<file path="config.mk">
export PLATFORM = sky130hd
export DESIGN_NAME = reg_file_top
export DESIGN_NICKNAME = d
export VERILOG_FILES = /design/src/rtl/reg_file_top.sv
export SDC_FILE = /design/constraint.sdc
export NUM_CORES = 1
export LEC_CHECK = 0
export ABC_AREA = 0
export BUFFER_PORTS_ARGS = -buffer_cell sky130_fd_sc_hd__buf_2
export CAP_MARGIN = 20
export CORE_MARGIN = 2
export CORE_UTILIZATION = 30
export DETAILED_ROUTE_END_ITERATION = 12
export GPL_TIMING_DRIVEN = 0
export SLEW_MARGIN = 10
export SYNTH_ARGS = -nofsm -noshare
export SYNTH_HDL_FRONTEND = slang
export SYNTH_SLANG_ARGS = --single-unit
export TNS_END_PERCENT = 100
</file>
<file path="constraint.sdc">
create_clock -name clk -period 2.3 [get_ports clk]
set_clock_uncertainty 0.15 [all_clocks]
set_input_delay 0.46 -clock clk [delete_from_list [all_inputs] [get_ports clk]]
set_output_delay 0.46 -clock clk [all_outputs]
set_load 0.05 [all_outputs]
</file>
<file path="src/rtl/reg_file_top.sv">
// Register bank with one shared address bus, a synchronous write port and a registered read port.
// Addresses at or above DEPTH are unmapped: writes to them are dropped and reads from them return zero.
module reg_file_top #(
    parameter int DATA_W = 16,
    parameter int ADDR_W = 4,
    parameter int DEPTH  = 14
) (
    input  logic              clk,
    input  logic              rst,
    input  logic              write_en,
    input  logic              read_en,
    input  logic [ADDR_W-1:0] addr,
    input  logic [DATA_W-1:0] data_in,
    output logic [DATA_W-1:0] data_out
);

    // One extra bit so the bound still fits when DEPTH == 2**ADDR_W.
    localparam logic [ADDR_W:0] DEPTH_BOUND = DEPTH[ADDR_W:0];

    logic [DATA_W-1:0] regs_q   [DEPTH];
    logic [DATA_W-1:0] regs_d   [DEPTH];
    logic [DATA_W-1:0] rd_out_q;
    logic [DATA_W-1:0] rd_out_d;

    logic              addr_mapped;
    logic              wr_hit;
    logic [DEPTH-1:0]  wr_sel;
    logic [DATA_W-1:0] rd_word;

    assign addr_mapped = ({1'b0, addr} < DEPTH_BOUND);
    assign wr_hit      = write_en && addr_mapped;

    // One-hot register select plus the read mux. Both are built by comparing
    // against each implemented index, so an unmapped address selects nothing
    // and the read mux falls back to zero.
    always_comb begin
        wr_sel  = '0;
        rd_word = '0;
        for (int i = 0; i < DEPTH; i++) begin
            if ({1'b0, addr} == i[ADDR_W:0]) begin
                wr_sel[i] = wr_hit;
                rd_word   = regs_q[i];
            end
        end
    end

    always_comb begin
        for (int i = 0; i < DEPTH; i++) begin
            regs_d[i] = wr_sel[i] ? data_in : regs_q[i];
        end
    end

    // A same-cycle write to a mapped address is forwarded to the read port.
    always_comb begin
        rd_out_d = rd_out_q;
        if (read_en) begin
            rd_out_d = wr_hit ? data_in : rd_word;
        end
    end

    // NOTE: sequential state is updated only with non-blocking assignments, so
    // every flop samples the values that existed before this edge.
    // NOTE: the storage array is reset along with data_out because the bank must
    // read back zero after reset; this keeps it in flops rather than a RAM macro.
    always_ff @(posedge clk) begin
        if (rst) begin
            for (int i = 0; i < DEPTH; i++) begin
                regs_q[i] <= '0;
            end
            rd_out_q <= '0;
        end else begin
            for (int i = 0; i < DEPTH; i++) begin
                regs_q[i] <= regs_d[i];
            end
            rd_out_q <= rd_out_d;
        end
    end

    assign data_out = rd_out_q;

endmodule

</file>
==> results.md <==
* Status: finished with violations
* Violated checks: setup timing
* Worst-Skew Late Latency at 550 ps
* Syn Nets at 1,405
* Critical Path RT at 2550 ps
* F_max at 0.433 GHz
* Synth Flop Type: dfxtp_1
* Initial antenna violation count at 0
* CTS Buf Count at 28
* Worst hold start: data_in[6]
* Number of antenna cells inserted at 0
* Total grt overflow at 0
* Initial Utilization at 30.4%
* Netlist cell types at 59
* Post-synth top area share at 43.2%
* Area growth from synthesis to final layout at 16.4%
* Row cnt at 70
* Cell area after placement at 11,900 um2
* Design Area, Final at 12,900 um2
* Tightest Hold Check Type: in2reg
* Worst path slowest cell: clkbuf_1
* Mapped Avg Cell Area at 8.05 um2
* Tmin final at 2310 ps
* Routed Antenna Nets at 0
* I/O pin cnt at 40
* Die Area at 38,600 um2
* FILL cells at 3,723
* PortBufs at 37
* Worst hold slack at 74.4 ps
* # nets final at 1,475
* Post-synth EDFFs at 0
* First-pass GRT wire length at 62.5 mm
* Synth area leaders: dfxtp_1 (43%), nand2_1 (14%), a21oi_1 (9.6%), mux2i_1 (4.7%), mux4_2 (4.3%)
* H-Tree Depth at 1
* CTS clk-pin slew, worst paths at 60 ps
* R2r startpoint: regs_q[0][59]$_SDFFE_PP0P_
* Fin worst setup slack at -8.00 ps
* Crit path max fanout at 10
* RSZ-0062 raised after global routing: false
* GPL Wtd Cong at 0.940
* Largest net degree at the start of global routing at 14
* Vias per Instance at 5.43
* Element type at the critical path end: register
* Final hold vios at 0
* Routed len/inst at 21.5 um
* Final setup TNS at -8.00 ps
* Die height at 197 um
* Worst-case clock buffer depth at 3
* Vias at 10.5k
* # DRC at 0
* GRT Resource Usage Total at 21.4%
* Delay of the slowest cell on the worst path at 770 ps
* CP Data Arrival Time at 2560 ps
* Worst setup SP type: input port
* Crit path cell chain: buf_2 > clkbuf_1 > clkbuf_1 > clkbuf_1 > nor2_1
* Final setup viols at 1
* Vias in the first global route at 9,869
* Pins Over Slew Limit at 0
* Worst slew margin at 36.6%
* Yosys warns at 0
* Max-Cap Viols at 0
* WS Path Type: in2reg
* 1st-iter DRT viols at 1,338
* WL final at 41.7 mm
* Period utilisation layout at 100%
* TritonCTS clock tree: done
* Core area at 36,500 um2
* Synth Instances at 1,381
* CP dominant cell by count: clkbuf_1
* Cell Area, Synth at 11,100 um2
* Yosys reg bits at 240
* HPWL after DPL at 29.8 mm
* Crit path from: rst
* Largest area contributor in the netlist: dfxtp_1
* Hold depth at 3
* Cell leakage power at 4.55 nW
* Layout cells sized above 1 at 14.6%
* Drt pass-1 iters at 5
* Register area share after synthesis at 43.2%
* PwrDens at 794 nW/um2
* Worst-Margin Slew at 950 ps
* Max VDD drop at 0.459 mV
* R2r worst-path depth at 4
* Clock Sink Count at 240
* FFs w/ async S/R, synth at 0%
* Chip width at 197 um
* Clock root buffer: clkbuf_16
-- cells by family after synthesis --
logic type | Yosys count | share of synthesized area (%)
DFF | 240 | 43.2
AOI/OAI and AO/OA | 354 | 18.6
and+or+nand+nor | 580 | 22.4
buffers and inverters | 123 | 5.80
muxes | 84 | 10.0
-- per-layer routing --
| layer | track usage, % | part of all wire (%) |
|---|---|---|
| met3 | 3.17 | 8.9 |
| met5 | 0 | 0 |
| met1 | 29.5 | 42 |
| met2 | 33.8 | 45 |
| met4 | 8.08 | 3.7 |
-- layout by cell type (no fill, tap or decap), types with 4 or more instances in the layout --
| cell type | netlist | routed |
|---|---|---|
| or2_2 | 4 | 4 |
| nand2_1 | 405 | 405 |
| or3_1 | 9 | 9 |
| clkbuf_16 | 0 | 29 |
| a221oi_1 | 14 | 14 |
| a21oi_1 | 214 | 214 |
| buf_2 | 41 | 77 |
| mux2i_1 | 52 | 52 |
| nor2_4 | 9 | 9 |
| mux2_2 | 11 | 11 |
| clkbuf_8 | 0 | 6 |
| buf_6 | 9 | 9 |
| nand2b_1 | 6 | 6 |
| o311ai_0 | 5 | 5 |
| nor2_2 | 4 | 4 |
| o21ai_0 | 43 | 43 |
| bufinv_16 | 0 | 6 |
| nor2b_1 | 17 | 17 |
| o21a_1 | 6 | 6 |
| o2bb2ai_1 | 8 | 8 |
| mux4_2 | 21 | 21 |
| a211oi_1 | 9 | 9 |
| a22oi_1 | 4 | 4 |
| a311oi_1 | 5 | 5 |
| nand3_1 | 16 | 16 |
| o22ai_1 | 22 | 22 |
| dfxtp_1 | 240 | 240 |
| buf_4 | 14 | 17 |
| clkbuf_1 | 56 | 56 |
| nor2_1 | 83 | 83 |
| clkinv_2 | 0 | 5 |
-- cells in the mapped netlist, types with 3 or more instances --
master     instances
a22oi_1            4
buf_2             41
mux4_2            21
mux2_2            11
nor2b_1           17
a311oi_1           5
o221ai_1           3
nand4_1            3
nand2_1          405
buf_4             14
clkbuf_1          56
and2_1             3
o22ai_1           22
nor2_1            83
a31oi_1            3
nor2_4             9
a21oi_1          214
nand2b_1           6
mux2i_1           52
nand3_1           16
or4bb_1            3
a221oi_1          14
buf_6              9
dfxtp_1          240
or3_1              9
nand3b_1           3
o21a_1             6
o311a_1            3
nor2_2             4
or2_2              4
o21bai_1           3
a211oi_1           9
o311ai_0           5
o21ai_0           43
o2bb2ai_1          8
-- per-stage QoR --
stage          utilization (%)  std cells  total power [mW]  setup slack, ps
2_1_floorplan                -       1381              4.97              325
3_3_place_gp              32.6       1886              5.34             -611
3_5_place_dp              32.6       1886              5.35             -633
4_1_cts                   35.4       1936              10.3             50.6
5_1_grt                   35.4       1938              10.5             9.25
6_report                  35.4       1938              10.3            -8.00
-- what timing repair did --
action	in CTS	in global routing
hold buffers	0	0
endpoints found under the setup margin	20	13
resized for setup	1	3
pin swaps	1	1
buffers inserted	1	2
-- layout make-up --
cell class	count	area [um2]	area share, %
Timing Repair Buffer	40	208	1.60
Clock buffer	37	816	6.30
Sequential cell	240	4800	37.1
Inverter	2	7.51	0.0580
Tap cell	468	586	4.52
Buffer	121	642	4.96
Clock inverter	12	214	1.65
Multi-Input combinational cell	1018	5670	43.8
-- power breakdown --
part | total, mW | switching (mW) | internal (mW)
clock | 4.99 | 1.84 | 3.14
combinational | 1.02 | 0.735 | 0.284
sequential | 4.27 | 0.0418 | 4.23
total | 10.3 | 2.62 | 7.66
-- worst max-delay path: cells and delay by family --
kind	cells	cell delay (ps)
simple gates	1	130
buf+inv	4	1950
-- path summary, 6_finish.rpt --
path                                     end  slack (ps)
setup / recovery  regs_q[1][65]$_SDFFE_PP0P_          -8
hold / removal    regs_q[0][22]$_SDFFE_PP0P_          70
setup reg to reg   data_out[11]$_SDFFE_PP0P_         460
hold reg to reg   regs_q[0][19]$_SDFFE_PP0P_         300
-- registers in the layout, indices dropped and copies added, names as in the netlist --
| register | count |
|---|---|
| regs_q | 224 |
| data_out | 16 |
(Power assumes the default switching activity.)
